`src/rtl/commit_trace_fifo.sv`:
```
// commit_trace_fifo
//   Commit-trace capture buffer. Snoops an N-lane commit bus every cycle,
//   packs the valid lanes (oldest lane first) into a FIFO and drains one
//   entry per cycle to a trace sink over valid/ready. The core is never
//   back-pressured. A cycle's group of valid lanes is written whole or not
//   at all. Dropped groups set a sticky flag and bump a saturating counter.
//
//   Optional feature macro: COMMIT_TRACE_TIMESTAMP_EN
//     When defined, a free-running TS_W-bit cycle counter is appended to
//     every entry (LSBs).
//
// Ports
//   clk          clock
//   rst_n        async active-low reset
//   commit       NUM_LANES x {pc_valid,pc[31:0],wp_valid,wp_i[4:0],wp_v[31:0]}, lane 0 in MSBs
//   trace_valid  head entry available
//   trace_ready  sink accepts head entry
//   trace_data   {lane,pc,wp_valid,wp_i,wp_v[,ts]}, zero when empty
//   level        current occupancy
//   overflow     sticky, a group was dropped since reset
//   drop_count   dropped groups, saturating

// Per-lane unpack: valid flag plus the entry body tagged with the lane index.
module commit_trace_lane #(
  parameter int LANE_W   = 1,
  parameter int LANE_IDX = 0
) (
  input  logic [70:0]        lane_bus,
  output logic               vld,
  output logic [LANE_W+69:0] entry
);
  assign vld   = lane_bus[70];
  assign entry = {LANE_W'(LANE_IDX), lane_bus[69:0]};
endmodule

module commit_trace_fifo #(
  parameter int NUM_LANES = 2,
  parameter int DEPTH     = 16,
  parameter int CNT_W     = 16,
  parameter int TS_W      = 32,
  localparam int AW       = $clog2(DEPTH),
  localparam int LANE_W   = (NUM_LANES > 1) ? $clog2(NUM_LANES) : 1,
  localparam int ENTRY_W  = LANE_W + 70,
`ifdef COMMIT_TRACE_TIMESTAMP_EN
  localparam bit TS_EN    = 1'b1,
`else
  localparam bit TS_EN    = 1'b0,
`endif
  localparam int OUT_W    = ENTRY_W + (TS_EN ? TS_W : 0)
) (
  input  logic                   clk,
  input  logic                   rst_n,
  input  logic [NUM_LANES*71-1:0] commit,
  output logic                   trace_valid,
  input  logic                   trace_ready,
  output logic [OUT_W-1:0]       trace_data,
  output logic [AW:0]            level,
  output logic                   overflow,
  output logic [CNT_W-1:0]       drop_count
);

  logic [NUM_LANES-1:0]              lane_vld;
  logic [NUM_LANES-1:0][ENTRY_W-1:0] lane_entry;

  for (genvar i = 0; i < NUM_LANES; i++) begin : g_lane
    commit_trace_lane #(.LANE_W(LANE_W), .LANE_IDX(i)) u_lane (
      .lane_bus (commit[(NUM_LANES-1-i)*71 +: 71]),
      .vld      (lane_vld[i]),
      .entry    (lane_entry[i])
    );
  end

  logic [AW:0]      wr_ptr, rd_ptr;
  logic [OUT_W-1:0] mem [DEPTH];
  logic             empty, full, pop, accept, drop;
  logic [AW:0]      k, free;
  logic [AW:0]      off [NUM_LANES];

  // Extra pointer MSB distinguishes full from empty when the low bits match.
  assign empty       = (wr_ptr == rd_ptr);
  assign full        = (wr_ptr[AW] != rd_ptr[AW]) && (wr_ptr[AW-1:0] == rd_ptr[AW-1:0]);
  assign level       = wr_ptr - rd_ptr;
  assign free        = (AW+1)'(DEPTH) - level;
  assign trace_valid = !empty;
  assign trace_data  = empty ? '0 : mem[rd_ptr[AW-1:0]];
  assign pop         = trace_valid && trace_ready;

  // Each valid lane's slot offset is the count of older valid lanes, which
  // packs the group densely in program order.
  always_comb begin
    k = '0;
    for (int i = 0; i < NUM_LANES; i++) begin
      off[i] = k;
      if (lane_vld[i]) k = k + {{AW{1'b0}}, 1'b1};
    end
  end

  // Space is judged on start-of-cycle occupancy; a same-cycle pop does not help.
  assign accept = (k != '0) && !full && (k <= free);
  assign drop   = (k != '0) && !accept;

`ifdef COMMIT_TRACE_TIMESTAMP_EN
  logic [TS_W-1:0] ts;
  always_ff @(posedge clk or negedge rst_n) begin
    if (!rst_n) ts <= '0;
    else        ts <= ts + TS_W'(1);
  end
`endif

  always_ff @(posedge clk) begin
    for (int i = 0; i < NUM_LANES; i++) begin
      if (accept && lane_vld[i])
`ifdef COMMIT_TRACE_TIMESTAMP_EN
        mem[wr_ptr[AW-1:0] + off[i][AW-1:0]] <= {lane_entry[i], ts};
`else
        mem[wr_ptr[AW-1:0] + off[i][AW-1:0]] <= lane_entry[i];
`endif
    end
  end

  always_ff @(posedge clk or negedge rst_n) begin
    if (!rst_n) begin
      wr_ptr     <= '0;
      rd_ptr     <= '0;
      overflow   <= 1'b0;
      drop_count <= '0;
    end else begin
      if (accept) wr_ptr <= wr_ptr + k;
      if (pop)    rd_ptr <= rd_ptr + (AW+1)'(1);
      if (drop) begin
        overflow <= 1'b1;
        if (~&drop_count) drop_count <= drop_count + CNT_W'(1);
      end
    end
  end

endmodule
```
`config.mk`:
```
export PLATFORM = sky130hd
export DESIGN_NAME = commit_trace_fifo
export DESIGN_NICKNAME = d
export VERILOG_FILES = /design/src/rtl/commit_trace_fifo.sv
export SDC_FILE = /design/constraint.sdc
export NUM_CORES = 2
export LEC_CHECK = 0
export CAP_MARGIN = 20
export CORE_MARGIN = 1
export CORE_UTILIZATION = 50
export CTS_CLUSTER_DIAMETER = 120
export DETAILED_ROUTE_END_ITERATION = 12
export GPL_ROUTABILITY_DRIVEN = 0
export PLACE_DENSITY = 0.67
export RECOVER_POWER = 25
export SYNTH_ARGS = -nofsm -noshare
export SYNTH_HDL_FRONTEND = slang
export SYNTH_SLANG_ARGS = --single-unit
```
`constraint.sdc`:
```
create_clock -name clk -period 6.7 [get_ports clk]
set_input_delay 1.005 -clock clk [delete_from_list [all_inputs] [get_ports clk]]
set_output_delay 1.005 -clock clk [all_outputs]
set_load 0.005 [all_outputs]
```
==> summary.md <==
| Metric | Value |
|---|---|
| List of cells traversed by the critical path | `inv_1 -> ha_1 -> inv_1 -> fa_1 -> inv_1 -> ha_1 -> inv_1 -> ha_1 -> nor2b_1 -> o21ai_0 -> nor2_1 -> a22oi_1 -> buf_12 -> nand2_1 -> nand2_1 -> buf_12` |
| Synthesis-stage register bit count | `1163` |
| HP Start | `mem[2][70]` |
| RR Startpoint | `wr_ptr[0]` |
| Commonest cells after routing, fill and taps aside | `sky130_fd_sc_hd__and3_1 (1121), sky130_fd_sc_hd__edfxtp_1 (1120), sky130_fd_sc_hd__mux2_2 (907)` |
| Total power divided by cell area | `398.9 nW/um^2` |
| DPL Wire Length | `115400 microns` |
| Number of DRC violations after detailed routing | `0` |
| Maximum number of pins on one net before global-route repair | `205` |
| Async set-reset flop share out of synthesis | `0.02322` |
| Worst min-delay path category | `reg -> reg` |
| First-pass GRT wire length | `314000 microns` |
| Switching pwr | `10.94 mW` |
| Reg-to-reg critical path endpoint | `mem[0][47]` |
| Slew HR | `-0.5703` |
| Worst-path clk slew | `0.06 ns` |
| Crit path depth | `16` |
| Area after DPL | `70690 sq um` |
| Worst setup margin | `0.5828 ns` |
| Class of the most critical setup path | `reg -> reg` |
| Horizontal die dimension | `368.4 microns` |
| FF-to-FF path depth | `16` |
| Maximum fanout count along the critical path | `140` |
| CTS buffer count | `135` |
| Slowest-stage cell, CP | `sky130_fd_sc_hd__nand2_1` |
| Synth warnings | `0` |
| Vias in the first global route | `45160` |
| Hold Path Stages | `1` |
| Peak supply drop | `0.4453 mV` |
| Standby leakage power | `32.40 nW` |
| Core ar. | `133300 sq um` |
| Maximum clock skew at final layout | `0.02783 ns` |
| Number of enable flip-flop cells after synthesis | `1120` |
| Top flip-flop cell by instance count after synthesis | `sky130_fd_sc_hd__edfxtp_1` |
| Max-slew violation total from the final report | `655` |
| Placed cells | `6205` |
| Total GRT Usage | `0.3154` |
| Setup slack after placement | `1.115 ns` |
| Crit path required time | `7.16 ns` |
| Run status | `complete, but fails checks` |
| Fraction of power consumed by combinational cells | `0.431` |
| Initial antenna violation count | `25` |
| Layout Area Growth over Synthesis | `11.38%` |
| Largest delay share family, worst path | `simple AND/OR/NAND/NOR gates` |
| Count of endpoints failing setup in the final report | `0` |
| Portion of the post-synthesis area used by sequential elements | `0.5158` |
| Time the worst path needs with I/O delays and setup | `6.117 ns` |
| Worst Hold End | `mem[2][70]` |
| Post-CTS repair timing setup buffer count | `0` |
| Final TNS setup | `0 ns` |
| Post-cts gate resize count | `0` |
| Average vias per placed instance | `6.867` |
| Net switching share of the total power | `0.3669` |
| Number of I/O pins | `239` |
| Worst-skew pair later-pin latency | `0.80 ns` |
| Share of cells above drive strength 1 | `0.3496` |
| Cell chosen for the clock root | `sky130_fd_sc_hd__clkbuf_16` |
| Clock network fraction of design power | `0.240` |
| Number of antenna-violating nets in the routed design | `0` |
| Total die area | `135700 sq um` |
| Clock H-tree levels | `4` |
| Net Count, Synth | `4826` |
| Sequential cell fraction of total power | `0.329` |
| Count of non-filler cells in the finished layout | `6468` |
| Drt wl/cell | `33.36 microns` |
| Avg Synthesized Cell Area | `14.39 sq um` |
| Number of instances in the synthesized netlist | `4664` |
| Kind of end point of the critical path | `register` |
| # port buffers | `238` |
| Number of unique standard cell types used by synthesis | `53` |
| Nets | `4738` |
| Worst Tran Pin Value | `2.355 ns` |
| Total wirelength of the detailed-routed design | `215800 microns` |
| Placement Rows | `134` |
| Total vias in the final route | `44420` |
| Count of endpoints failing hold in the final timing report | `0` |
| Worst path bufs/invs | `6` |
| Fin crit share | `0.9130` |
| Syn Std Cell Area | `67130 sq um` |
| Worst setup SP type | `register` |
| Max Freq | `163.5 MHz` |
| Violations in the final reports | `max-capacitance violations, max-slew violations` |
| Maximum clock path buffer count | `3` |
| Max-cap violation count | `15` |
| Data arrival at the endpoint of the critical path | `6.58 ns` |
| Initial DRT Pass Iterations | `5` |
| Die Height | `368.4 microns` |
| Internal power | `18.88 mW` |
| Num Clock Sinks | `1163` |
| Non-Filler Cell Area, Final | `74770 sq um` |
| Most frequent cell on the critical path | `sky130_fd_sc_hd__inv_1` |
| Critical Path Max Stage Delay | `1.48 ns` |
| Effective utilization at floorplan | `0.5036` |
| Cts-stage hold buffer count | `0` |
| Clock tree from TritonCTS | `built` |
| RSZ-0062 raised after global routing | `no` |
| 1st-iter DRT viols | `5561` |
| R2R setup slack | `0.58 ns` |
| Grt ovf | `0` |
| Commonest non-fill, non-tap cell in the layout | `sky130_fd_sc_hd__and3_1` |
-- sequential cells by signal, indices dropped and copies added, names as in the netlist --
register and cells:
mem 1136, drop_count 16, rd_ptr 5, wr_ptr 5, overflow 1
-- worst max path at each step --
stage | start | end | slack (ns)
after global routing | wr_ptr[0] | mem[0][54] | 0.42
final | wr_ptr[0] | mem[0][47] | 0.58
after detailed placement | commit[141] | mem[4][19] | 1.11
after CTS | rd_ptr[0] | trace_data[20] | 0.88
after floorplan | rd_ptr[1] | mem[0][0] | 0.94
after global placement | commit[70] | mem[4][30] | 1.05
-- worst reg2reg max path: stages (launching register included) --
cell,delay (ns)
sky130_fd_sc_hd__dfrtp_1,0.44
sky130_fd_sc_hd__inv_1,0.12
sky130_fd_sc_hd__ha_1,0.17
sky130_fd_sc_hd__inv_1,0.05
sky130_fd_sc_hd__fa_1,0.51
sky130_fd_sc_hd__inv_1,0.05
sky130_fd_sc_hd__ha_1,0.27
sky130_fd_sc_hd__inv_1,0.04
sky130_fd_sc_hd__ha_1,0.30
sky130_fd_sc_hd__nor2b_1,0.14
sky130_fd_sc_hd__o21ai_0,0.25
sky130_fd_sc_hd__nor2_1,0.09
sky130_fd_sc_hd__a22oi_1,0.68
sky130_fd_sc_hd__buf_12,0.52
sky130_fd_sc_hd__nand2_1,0.27
sky130_fd_sc_hd__nand2_1,1.48
sky130_fd_sc_hd__buf_12,0.36
-- logic make-up after synthesis --
| family | share of synthesized area |
|---|---|
| mux | 0.3076 |
| simple gates | 0.1241 |
| flops | 0.5158 |
| buf+inv | 0.03998 |
| compound gates | 0.005405 |
| xor+xnor | 0.003634 |
| fa+ha+maj | 0.003392 |
-- Yosys cell counts (all sizes together) (11+ instances only) --
cell | n | area [sq um]
inv | 17 | 63.81
buf | 198 | 1137
xor2 | 17 | 156.4
nand3 | 25 | 170.2
a21oi | 11 | 55.05
mux2 | 1123 | 12650
and3 | 1121 | 7013
dfxtp | 16 | 320.3
nand2 | 40 | 150.1
edfxtp | 1120 | 33630
and2 | 73 | 456.7
mux4 | 355 | 7995
nor3 | 17 | 85.08
nand4 | 12 | 195.2
dfrtp | 27 | 675.7
a21bo | 16 | 160.2
clkbuf | 394 | 1483
ha | 15 | 187.7
-- cell type report --
cell class / count / area (sq um)
antenna: 15 / 37.54
clock buffer: 169 / 3654
clock inverter: 77 / 514.2
fill: 10750 / 58520
inverter: 17 / 68.82
multi-input combinational: 2892 / 29970
sequential: 1163 / 34640
tap: 1768 / 2212
timing repair buffer: 367 / 3676
-- power by group through the flow --
stage	Combinational, mW	Sequential [mW]	Clock [mW]
5_1_grt	13.4	9.90	7.46
3_5_place_dp	12.8	9.96	0
6_report	12.9	9.82	7.15
3_3_place_gp	12.7	9.93	0
4_1_cts	12.8	9.82	7.20
2_1_floorplan	8.09	9.91	0
-- routing by layer --
layer / track usage / vias up / wire length (microns)
li1: - / 18140 / -
met2: 0.5061 / 2571 / 103200
met1: 0.4283 / 23250 / 84030
met5: 0 / - / 70
met4: 0.1179 / 12 / 7545
met3: 0.05729 / 445 / 20980
-- per-stage QoR --
| step | util | hold WS, ns | total power [mW] |
|---|---|---|---|
| 6_report | 0.5609 | 0.4604 | 29.83 |
| 4_1_cts | 0.5616 | 0.4587 | 29.83 |
| 5_1_grt | 0.5608 | 0.4812 | 30.78 |
| 3_3_place_gp | 0.5304 | 0.4420 | 22.68 |
| 3_5_place_dp | 0.5304 | 0.4461 | 22.72 |
| 2_1_floorplan | - | 0.4349 | 18.01 |
(Power assumes the default switching activity.)
